--- config.mk ---
export PLATFORM = sky130hd
export DESIGN_NAME = led_mode_ctrl
export DESIGN_NICKNAME = d
export VERILOG_FILES = /design/src/rtl/led_ctrl_pkg.sv /design/src/rtl/button_debouncer.sv /design/src/rtl/led_mode_ctrl.sv
export SDC_FILE = /design/constraint.sdc
export NUM_CORES = 1
export LEC_CHECK = 0
export CORE_ASPECT_RATIO = 1.5
export CORE_MARGIN = 2
export CORE_UTILIZATION = 58
export DETAILED_ROUTE_END_ITERATION = 6
export HOLD_SLACK_MARGIN = 0.08
export PLACE_DENSITY = 0.79
export SLEW_MARGIN = 30
export SYNTH_ARGS = -nofsm -noshare
export SYNTH_HDL_FRONTEND = slang
export SYNTH_SLANG_ARGS = --single-unit
--- constraint.sdc ---
create_clock -name clk -period 3.7 [get_ports clk]
set_input_delay 0.37 -clock clk [delete_from_list [all_inputs] [get_ports clk]]
set_output_delay 0.37 -clock clk [all_outputs]
set_load 0.01 [all_outputs]
--- src/rtl/led_ctrl_pkg.sv ---
// led_ctrl_pkg: shared types and constants for the LED mode controller.
//   mode_t     - display mode encoding, in button-advance order
//   LED_W      - width of the LED bank and switch bank
//   SHIFT_SEED - pattern loaded on entry to the rotating-LED mode
//   next_mode  - successor mode on a button press (wraps BLINK -> MIRROR)
package led_ctrl_pkg;

  localparam int unsigned LED_W = 16;
  localparam logic [LED_W-1:0] SHIFT_SEED = 16'h0001;

  typedef enum logic [1:0] {
    MODE_MIRROR,
    MODE_SHIFT,
    MODE_COUNT,
    MODE_BLINK
  } mode_t;

  function automatic mode_t next_mode(input mode_t cur);
    mode_t nxt;
    unique case (cur)
      MODE_MIRROR: nxt = MODE_SHIFT;
      MODE_SHIFT:  nxt = MODE_COUNT;
      MODE_COUNT:  nxt = MODE_BLINK;
      MODE_BLINK:  nxt = MODE_MIRROR;
      default:     nxt = MODE_MIRROR;
    endcase
    return nxt;
  endfunction

endpackage

--- src/rtl/button_debouncer.sv ---
// button_debouncer: synchronises a raw bouncing button, qualifies level changes that stay
// stable for DEBOUNCE_CYCLES cycles, and emits a one-cycle pulse on the debounced rising edge.
//   clk     - system clock (rising edge)
//   reset   - asynchronous active-high reset
//   btn_raw - raw asynchronous button input
//   level   - debounced button level
//   press   - one-cycle pulse when the debounced level rises
module button_debouncer #(
  parameter int unsigned DEBOUNCE_CYCLES = 1_000_000
) (
  input  logic clk,
  input  logic reset,
  input  logic btn_raw,
  output logic level,
  output logic press
);

  localparam int unsigned CntW = $clog2(DEBOUNCE_CYCLES);
  localparam logic [CntW-1:0] CntMax = CntW'(DEBOUNCE_CYCLES - 1);

  logic            s1_q, s1_d;
  logic            s2_q, s2_d;
  logic            db_q, db_d;
  logic            db_prev_q, db_prev_d;
  logic [CntW-1:0] dcnt_q, dcnt_d;

  always_comb begin
    s1_d      = btn_raw;
    s2_d      = s1_q;
    db_prev_d = db_q;
    db_d      = db_q;
    dcnt_d    = dcnt_q;
    // Any return to the accepted level restarts qualification from zero.
    if (s2_q == db_q) begin
      dcnt_d = '0;
    end else if (dcnt_q == CntMax) begin
      db_d   = s2_q;
      dcnt_d = '0;
    end else begin
      dcnt_d = dcnt_q + CntW'(1);
    end
  end

  always_ff @(posedge clk or posedge reset) begin
    if (reset) begin
      s1_q      <= 1'b0;
      s2_q      <= 1'b0;
      db_q      <= 1'b0;
      db_prev_q <= 1'b0;
      dcnt_q    <= '0;
    end else begin
      s1_q      <= s1_d;
      s2_q      <= s2_d;
      db_q      <= db_d;
      db_prev_q <= db_prev_d;
      dcnt_q    <= dcnt_d;
    end
  end

  assign level = db_q;
  assign press = db_q & ~db_prev_q;

endmodule

--- src/rtl/led_mode_ctrl.sv ---
// led_mode_ctrl: owner of the 16 user LEDs. A debounced push-button steps through four display
// modes (switch mirror, rotating single LED, binary tick counter, blinking switch mirror); an
// animation tick advances the per-mode state.
//   clk      - system clock (rising edge)
//   reset    - asynchronous active-high reset
//   sw       - switch levels, quasi-static, used unsynchronised
//   btn_next - raw bouncing mode-advance button, active-high
//   led      - registered LED drive
//   mode     - registered current mode (mode_t encoding)
module led_mode_ctrl
  import led_ctrl_pkg::*;
#(
  parameter int unsigned DEBOUNCE_CYCLES = 1_000_000,
  parameter int unsigned TICK_CYCLES     = 25_000_000
) (
  input  logic             clk,
  input  logic             reset,
  input  logic [LED_W-1:0] sw,
  input  logic             btn_next,
  output logic [LED_W-1:0] led,
  output logic [1:0]       mode
);

  localparam int unsigned TickW = $clog2(TICK_CYCLES);
  localparam logic [TickW-1:0] TickMax = TickW'(TICK_CYCLES - 1);

  logic press;
  logic unused_btn_level;
  logic tick;

  mode_t            mode_q, mode_d;
  logic [TickW-1:0] tcnt_q, tcnt_d;
  logic [LED_W-1:0] pat_q, pat_d;
  logic [LED_W-1:0] cnt_q, cnt_d;
  logic             phase_q, phase_d;
  logic [LED_W-1:0] led_q, led_d;

  button_debouncer #(
    .DEBOUNCE_CYCLES(DEBOUNCE_CYCLES)
  ) u_btn (
    .clk    (clk),
    .reset  (reset),
    .btn_raw(btn_next),
    .level  (unused_btn_level),
    .press  (press)
  );

  assign tick = (tcnt_q == TickMax);

  always_comb begin
    mode_d  = mode_q;
    tcnt_d  = tcnt_q + TickW'(1);
    pat_d   = pat_q;
    cnt_d   = cnt_q;
    phase_d = phase_q;

    // A press restarts the tick period so the first tick in a new mode is a full period away.
    if (press || tick) begin
      tcnt_d = '0;
    end

    if (press) begin
      // Entry values are loaded for the mode being entered; a coincident tick is dropped.
      mode_d = next_mode(mode_q);
      unique case (mode_d)
        MODE_SHIFT:  pat_d   = SHIFT_SEED;
        MODE_COUNT:  cnt_d   = '0;
        MODE_BLINK:  phase_d = 1'b1;
        MODE_MIRROR: ;
        default:     ;
      endcase
    end else if (tick) begin
      unique case (mode_q)
        MODE_SHIFT:  pat_d   = {pat_q[LED_W-2:0], pat_q[LED_W-1]};
        MODE_COUNT:  cnt_d   = cnt_q + LED_W'(1);
        MODE_BLINK:  phase_d = ~phase_q;
        MODE_MIRROR: ;
        default:     ;
      endcase
    end
  end

  always_comb begin
    led_d = '0;
    unique case (mode_q)
      MODE_MIRROR: led_d = sw;
      MODE_SHIFT:  led_d = pat_q;
      MODE_COUNT:  led_d = cnt_q;
      MODE_BLINK:  led_d = phase_q ? sw : '0;
      default:     led_d = '0;
    endcase
  end

  always_ff @(posedge clk or posedge reset) begin
    if (reset) begin
      mode_q  <= MODE_MIRROR;
      tcnt_q  <= '0;
      pat_q   <= SHIFT_SEED;
      cnt_q   <= '0;
      phase_q <= 1'b1;
      led_q   <= '0;
    end else begin
      mode_q  <= mode_d;
      tcnt_q  <= tcnt_d;
      pat_q   <= pat_d;
      cnt_q   <= cnt_d;
      phase_q <= phase_d;
      led_q   <= led_d;
    end
  end

  assign led  = led_q;
  assign mode = mode_q;

endmodule
==> run metrics, run 1 <==
DRT antenna net count 0; CTS resizes 0; Worst-path clk slew 0.07 ns; end point of the critical path cnt_q[8]$_DFFE_PP0P_; most common flop cell mapped by yosys dfrtp_1; Period minus WS final 2.34 ns; PortBufs 36; vias per cell 5.98; WL per Instance 16.4 um; Critical path origin mode[0]$_DFFE_PP0P_; top post-synthesis cells by count dfrtp_1, nand2_1, nor2_1, o21ai_0, nand3_1; register-to-register setup slack 1.36 ns; Overflow after GRT 0; switching share of total power 20.6%; Synth top area share 50.0%; syn avg cell area 9.47 um2; worst r2r src mode[0]$_DFFE_PP0P_; fin crit share 63.2%; met1 WL 4420 um; relative slew slack 42.2%; WP data required 3.92 ns; Boundary Pins 37; Core Footprint 8310 um2; Netlist cell types 49; Least-Margin Pin Slew 0.861 ns; Longest Clk Path Bufs 2; RSZ-0062 raised after global routing false; worst endpoint data arrival time 2.56 ns; Clock power frac 44.4%; flops & latches, synth 100; leakage dissipation 2.44 nW; Post-synth EDFFs 0; Fin. Hold Viols 0; area leader, netlist dfrtp_1; Highest Signal Layer met4; synthesized cell area 4910 um2; TritonRoute pass-1 iters 6; hold_buf cts 0; CTS buffer count 9; final-stage net count 572; Post-CTS Setup Repair Bufs 0; met2 wire length 5620 um; setup violators final 0; Seq pwr share 51.8%; CTS tree built; critical path peak fanout 26; combinational power share 3.8%; power density over the cells 379 nW/um2; TNS Setup 0 ns; Async SR Flop Fraction 100%; Std-Cell Rows 41; Seq/Total Area, Yosys 51.0%; Psw 0.000442 W; Core Util, Final 68.1%; CP delay by family, top simple AND/OR/NAND/NOR gates; WL met3 410 um; HPWL after DPL 7240 um; first-pass GRT wire length 18,000 um; gate count of the mapped netlist 518; critical path launch point type flip-flop; vias in the first global route 3,835; GR Util All Layers 25.1%; total wire length 10,700 um; clock sinks 100; Reg2Reg Capture Point cnt_q[8]$_DFFE_PP0P_; syn_nets 546; internal power 0.00170 W; initial antenna violation count 0; RD Place Congestion 0.890; kind of end point of the critical path flip-flop; Worst Hold Class flip-flop to flip-flop; CP cell instances inv_1, ha_1, buf_4, nand3_1, or4_1, o311ai_1, o41ai_1; Fmax achieved 428 MHz; number of max-cap violations 0; DRC Markers 0; synthesis-to-finish area growth 15.3%; Vias 3,922; share of layout cells above drive strength 1 6.92%; slowest CP cell or4_1; Antenna Cells 0; Initial Util 59.0%; H-tree depth 3; Reg2Reg Depth 7; Die ar. 9230 um2; worst-skew pair later-pin latency 0.35 ns; most frequent cell after synthesis dfrtp_1; chip width 79.1 um; Synth area leaders dfrtp_1, nand2_1, xor2_1, nor2_1, o21ai_0; Die Y 117 um; largest net degree at the start of global routing 67; DRT iter0 DRCs 501; Syn. warnings 0; Max Transition Viols Final 0; status finished clean; type of the worst setup path flip-flop to flip-flop; Fin Clk Skew 0.00840 ns; biggest cell delay along the critical path 0.61 ns; Clock Tree Root clkbuf_16; Peak supply drop 0.000255 V; crit path buf inv count 2; Crit path depth 7
==> per-layer routing <==
metal	GRT usage, %	up-vias
met4	13.0	0
met1	30.9	1925
met5	0	-
met3	4.25	21
li1	-	1865
met2	42.6	111
==> kinds of logic (layout without fill, tap and decap cells) <==
logic type	count (synthesis)	count (layout)	synth area share [%]
xor gates and xnor gates	41	41	7.32
DFF	100	100	51.0
adders and majority gates	9	9	2.29
and+or+nand+nor	247	247	25.2
muxes	3	3	0.637
buffers and inverters	36	67	2.80
AOI/OAI and AO/OA	82	82	10.7
==> cells in the final DEF, fill, tap and decap left out, types with 2 or more instances in the layout <==
master / count
ha_1: 9
nand2_1: 79
a21oi_1: 3
a22oi_1: 16
nor4b_1: 2
nor2_1: 58
and2_1: 4
o41ai_1: 2
a41o_1: 2
a31o_2: 3
and3_1: 15
nor3b_1: 3
nand3_1: 32
clkdlybuf4s50_1: 36
xnor2_1: 16
clkbuf_16: 9
xor2_1: 25
and4_1: 6
nor4_2: 2
inv_1: 8
nor3_1: 6
mux2i_1: 2
buf_4: 6
o211ai_1: 4
dfrtp_1: 98
or2_2: 2
o21ai_0: 42
nor4b_2: 2
or4_1: 2
clkinv_2: 2
nand4b_1: 3
a21o_1: 2
nor4_1: 3
dfstp_2: 2
nand4_1: 21
clkbuf_8: 2
==> worst register-to-register path, cell delays in order, from the launching register on <==
cell and delay (ns):
dfrtp_1 0.41, inv_1 0.15, ha_1 0.16, buf_4 0.27
nand3_1 0.19, or4_1 0.61, o311ai_1 0.29, o41ai_1 0.12
==> worst min-delay path by stage <==
stage	start	to	slack (ns)	cells past startpoint
after global placement	u_btn.s1_q$_DFF_PP0_	u_btn.s2_q$_DFF_PP0_	0.34	0
final	u_btn.s1_q$_DFF_PP0_	u_btn.s2_q$_DFF_PP0_	0.36	0
after floorplan	u_btn.s1_q$_DFF_PP0_	u_btn.s2_q$_DFF_PP0_	0.33	0
after global routing	u_btn.s1_q$_DFF_PP0_	u_btn.s2_q$_DFF_PP0_	0.36	0
after detailed placement	u_btn.s1_q$_DFF_PP0_	u_btn.s2_q$_DFF_PP0_	0.34	0
after CTS	u_btn.s1_q$_DFF_PP0_	u_btn.s2_q$_DFF_PP0_	0.36	0
==> through the flow <==
stage	hold slack, ns	instance area (um2)	total power, W	cells	setup WS (ns)
floorplan	0.331	4910	0.00117	518	0.715
global route	0.364	5660	0.00221	656	1.14
finish	0.360	5660	0.00215	656	1.36
global placement	0.341	5350	0.00121	640	1.47
CTS	0.363	5650	0.00216	656	1.37
detailed placement	0.342	5350	0.00121	640	1.38
==> power groups by stage <==
stage               combinational (W)  sequential [W]  clock [W]
finish                      0.0000808         0.00111   0.000953
global route                0.0000912         0.00111    0.00101
CTS                         0.0000831         0.00111   0.000967
detailed placement          0.0000823         0.00113          0
global placement            0.0000810         0.00113          0
floorplan                   0.0000300         0.00114          0
==> area by class of cell <==
| cell class | instances | area (um2) |
|---|---|---|
| clock buffer | 12 | 256 |
| inverter | 9 | 36.3 |
| tap | 107 | 134 |
| timing repair buffer | 42 | 405 |
| fill | 637 | 2650 |
| multi-input combinational | 382 | 2280 |
| sequential | 100 | 2500 |
| clock inverter | 4 | 47.5 |
==> registers in the layout, indices dropped and copies added (netlist names) <==
signal / flops
mode: 2
led: 16
tcnt_q: 25
cnt_q: 16
u_btn.s2_q: 1
pat_q: 16
u_btn.db_prev_q: 1
u_btn.s1_q: 1
u_btn.level: 1
u_btn.dcnt_q: 20
phase_q: 1
Note: power is estimated with default switching activity, not from simulation.
==> run 2, diff against run 1 <==
CORE_UTILIZATION = 53   (was 58)
PLACE_DENSITY = 0.76   (was 0.79)
clock period = 2.1 ns   (was 3.7 ns; I/O delays follow)
==> run 2 against run 1 <==
Against the previous run: clock-buffer cell count is 1 lower; maximum frequency rose by 14%; via count grew 4.6%; design area increased by 4.7%; combinational power is 84% higher; final cell count up 5.0%; worst hold slack worse by 0.16 ns; die area increased by 9.0%; register-to-register slack worse by 1.3 ns; total power up 75%; worst setup slack got worse by 1.3 ns; global-route usage about the same; largest power group unchanged.
==> run metrics, run 2 (synthesis results as in run 1) <==
status finished clean; total wire length 11,700 um; RD Place Congestion 0.844; Fin Clk Skew 0.00770 ns; most common cell after layout, fill and taps aside dfrtp_1; Critical path origin tcnt_q[7]$_DFF_PP0_; Antenna Cells 0; RSZ-0062 raised after global routing false; total power 0.00376 W; DRT iter0 DRCs 325; Post-CTS Setup Repair Bufs 0; Worst Hold Class input pin to async pin; combinational power share 4.0%; kind of end point of the critical path flip-flop; critical path peak fanout 6; Core Footprint 9150 um2; Least-Margin Pin Slew 0.568 ns; most flop-heavy register tcnt_q; Clock Tree Root clkbuf_16; setup violators final 0; initial antenna violation count 0; CTS tree built; type of the worst setup path flip-flop to flip-flop; Boundary Pins 37; CP cell instances buf_4, nor4bb_1, nand4_1, or4_1, nand3_1, nand3_1; Period minus WS final 2.06 ns; crit-path most repeated cell nand3_1; leakage dissipation 2.59 nW; Filler cells 733; worst endpoint data arrival time 2.29 ns; worst-skew pair later-pin latency 0.35 ns; hold_buf cts 0; Fin. Hold Viols 0; first-pass GRT wire length 19,300 um; biggest cell delay along the critical path 0.59 ns; slowest CP cell or4_1; DRT antenna net count 0; number of max-cap violations 0; GR Util All Layers 25.1%; TNS Setup 0 ns; CTS resizes 0; Vias 4,103; Worst-path clk slew 0.07 ns; area of the multi-input gates 2280 um2; Peak supply drop 0.000560 V; WL per Instance 17.0 um; clock sinks 100; final-stage net count 601; fin crit share 97.9%; Die Y 122 um; storage element area 2500 um2; vias per cell 5.96; Overflow after GRT 0; Max Transition Viols Final 0; register-to-register setup slack 0.04 ns; critical path launch point type flip-flop; Seq pwr share 52.0%; relative slew slack 62.1%; Initial Util 53.7%; H-tree depth 3; HPWL after DPL 8180 um; Fmax achieved 486 MHz; Clock power frac 44.0%; share of layout cells above drive strength 1 11.4%; Placed Cells 674; worst r2r src tcnt_q[7]$_DFF_PP0_; switching share of total power 21.0%; max reg flops 25; chip width 82.6 um; Die ar. 10,100 um2; largest net degree at the start of global routing 51; Reg2Reg Capture Point cnt_q[4]$_DFFE_PP0P_; CTS buffer count 9; Longest Clk Path Bufs 2; TritonRoute pass-1 iters 5; largest registers tcnt_q (25), u_btn.dcnt_q (20); synthesis-to-finish area growth 20.8%; PortBufs 36; WP data required 2.33 ns; DRC Markers 0; non-filler cells, final 689; Psw 0.000789 W; vias in the first global route 4,173; power density over the cells 635 nW/um2; commonest non-fill, non-tap cells in the layout dfrtp_1, nand2_1, nor2_1; Std-Cell Rows 43; internal power 0.00297 W; Reg2Reg Depth 6
[run 2: worst max path at each step]
stage	slack (ns)	end
after global routing	0.008	cnt_q[4]$_DFFE_PP0P_
after detailed placement	0.07	cnt_q[9]$_DFFE_PP0P_
after global placement	0.09	cnt_q[9]$_DFFE_PP0P_
after floorplan	0.009	cnt_q[9]$_DFFE_PP0P_
after CTS	0.06	cnt_q[9]$_DFFE_PP0P_
final	0.04	cnt_q[4]$_DFFE_PP0P_
[run 2: cell type report]
| type | instances | share of cell area, % |
|---|---|---|
| clock buffers | 11 | 4.10 |
| clock inverters | 4 | 0.823 |
| inverters | 9 | 0.633 |
| multi-input cells | 382 | 38.4 |
| flip-flops and latches | 100 | 42.3 |
| well taps | 112 | 2.36 |
| repair buffers | 71 | 11.4 |
[run 2: through the flow]
step / worst slack, ns / utilization [%] / instance area [um2] / hold slack, ns
2_1_floorplan: 0.00892 / - / 4910 / 0.241
3_3_place_gp: 0.0877 / 61.5 / 5630 / 0.337
3_5_place_dp: 0.0665 / 61.5 / 5630 / 0.336
4_1_cts: 0.0577 / 64.7 / 5920 / 0.207
5_1_grt: 0.00798 / 64.8 / 5930 / 0.232
6_report: 0.0442 / 64.8 / 5930 / 0.203
[run 2: power by group through the flow]
stage | combinational (W) | clock [W] | sequential, W
finish | 0.000149 | 0.00166 | 0.00196
global route | 0.000169 | 0.00174 | 0.00196
CTS | 0.000153 | 0.00169 | 0.00196
detailed placement | 0.000152 | 0 | 0.00199
global placement | 0.000149 | 0 | 0.00199
floorplan | 0.0000533 | 0 | 0.00200
[run 2: critical path: cells and delay by family (launching register included)]
kind | cells | cell delay [ns]
and+or+nand+nor | 5 | 1.39
DFF | 1 | 0.39
buffers and inverters | 1 | 0.16
[run 2: layer usage]
| layer | routed length, um | vias to the layer above | track usage (%) | part of all wire [%] |
|---|---|---|---|---|
| li1 | - | 1924 | - | - |
| met1 | 4570 | 2027 | 28.6 | 39 |
| met2 | 6430 | 126 | 44.6 | 55 |
| met3 | 392 | 26 | 4.22 | 3.3 |
| met4 | 326 | 0 | 11.7 | 2.8 |
| met5 | 0 | - | 0 | 0 |
==> run 3, diff against run 2 <==
CORE_MARGIN = default   (was 2)
RECOVER_POWER = 50   (was default)
==> run 3 against run 2 <==
Against the previous run: die area decreased by 4.0%; combinational power fell by 7%; core utilization up 1.9 points; non-clock buffer count rose by 3; design area decreased by 0.13%; maximum frequency rose by 2.0%; clock power rose by 7%; register-to-register slack better by 0.04 ns; routed wire length down 0.19%; critical path type unchanged.
==> run metrics, run 3 (synthesis results as in run 1) <==
DRT antenna net count 0; end point of the critical path tcnt_q[22]$_DFF_PP0_; worst-skew pair later-pin latency 0.35 ns; first-pass GRT wire length 19,900 um; Overflow after GRT 0; synthesis-to-finish area growth 20.6%; Period minus WS final 2.02 ns; critical path peak fanout 4; Longest Clk Path Bufs 2; WL per Instance 16.9 um; Boundary Pins 37; vias in the first global route 4,183; worst r2r src tcnt_q[1]$_DFF_PP0_; critical path launch point type flip-flop; Fmax achieved 496 MHz; Worst Hold Class flip-flop to flip-flop; CTS tree built; total wire length 11,700 um; setup violators final 0; power density over the cells 653 nW/um2; DRC Markers 0; largest net degree at the start of global routing 32; Core Footprint 8880 um2; vias per cell 5.98; TNS Setup 0 ns; Clock Tree Root clkbuf_16; worst endpoint data arrival time 2.28 ns; number of max-cap violations 0; Vias 4,129; RSZ-0062 raised after global routing true; GR Util All Layers 27.2%; leakage dissipation 2.60 nW; most flop-heavy register tcnt_q; commonest non-fill, non-tap cells in the layout dfrtp_1, nand2_1, nor2_1; Fin Clk Skew 0.00478 ns; largest registers tcnt_q (25), u_btn.dcnt_q (20); Die Y 120 um; type of the worst setup path flip-flop to flip-flop; setup ws final 0.0847 ns; clock sinks 100; H-tree depth 3; status finished clean; DRT iter0 DRCs 305; final-stage net count 604; Std-Cell Rows 42; Setup WS pre-CTS -0.0141 ns; Initial Util 55.3%; initial antenna violation count 0; PortBufs 36; kind of end point of the critical path flip-flop; max reg flops 25; Peak supply drop 0.000509 V; relative slew slack 26.4%; share of layout cells above drive strength 1 12.2%; TritonRoute pass-1 iters 6; chip width 80.6 um; Worst-path clk slew 0.07 ns; CTS buffer count 9; register-to-register setup slack 0.08 ns; most common cell after layout, fill and taps aside dfrtp_1; HPWL after DPL 8270 um; total power 0.00387 W; Least-Margin Pin Slew 1.10 ns; fin crit share 96.0%; Fin. Hold Viols 0; Die ar. 9660 um2; RD Place Congestion 0.851; Reg2Reg Capture Point tcnt_q[22]$_DFF_PP0_; Max Transition Viols Final 0; Antenna Cells 0; Reg2Reg Depth 7; Critical path origin tcnt_q[1]$_DFF_PP0_; WP data required 2.37 ns
[run 3: area by class of cell]
type,count,area (um2)
sequential,100,2500
timing repair buffer,74,638
fill,706,2960
multi-input combinational,382,2290
tap,110,138
clock inverter,5,75.1
inverter,9,35.0
clock buffer,11,243
[run 3: critical path, cell delays in order (launching register included)]
cell,delay (ns)
dfrtp_1,0.39
ha_1,0.19
buf_4,0.13
nand4_1,0.14
nor4_2,0.38
nand3_1,0.18
or3_1,0.35
a21oi_1,0.17
[run 3: worst min path at each step]
stage                          from                    to  depth (start not counted)
4_1_cts                    btn_next  u_btn.s1_q$_DFF_PP0_                          1
3_3_place_gp   u_btn.s1_q$_DFF_PP0_  u_btn.s2_q$_DFF_PP0_                          0
5_1_grt        u_btn.s1_q$_DFF_PP0_  u_btn.s2_q$_DFF_PP0_                          0
3_5_place_dp   u_btn.s1_q$_DFF_PP0_  u_btn.s2_q$_DFF_PP0_                          0
2_1_floorplan              btn_next  u_btn.s1_q$_DFF_PP0_                          0
6_report       u_btn.s1_q$_DFF_PP0_  u_btn.s2_q$_DFF_PP0_                          0
[run 3: routing by layer]
layer | track usage (%) | wire, um | part of all wire [%] | vias to the layer above
met2 | 46.5 | 6230 | 53 | 122
li1 | - | - | - | 1934
met5 | 0 | 0 | 0 | -
met1 | 32.3 | 4570 | 39 | 2039
met4 | 13.7 | 455 | 3.9 | 0
met3 | 4.64 | 450 | 3.8 | 34
[run 3: repair_timing]
action | CTS | global route
pin swaps | 0 | 3
gates resized for setup | 1 | 3
setup endpoints to repair | 2 | 8
gates cloned | 0 | 0
hold buffers | 0 | 0
setup buffers | 0 | 2
[run 3: where the power goes]
group / leakage [nW] / internal, W / switching [W]
logic: 1.11 / 0.0000668 / 0.0000717
registers: 1.33 / 0.00195 / 0.00000969
clock network: 0.159 / 0.00107 / 0.000700
total: 2.60 / 0.00309 / 0.000782
[run 3: metrics by stage]
stage	cells	cell area (um2)	util, %	hold WS, ns
6_report	691	5920	66.7	0.377
5_1_grt	691	5920	66.7	0.382
4_1_cts	689	5940	66.9	0.301
3_5_place_dp	673	5620	63.3	0.369
3_3_place_gp	673	5620	63.3	0.367
2_1_floorplan	518	4910	-	0.241
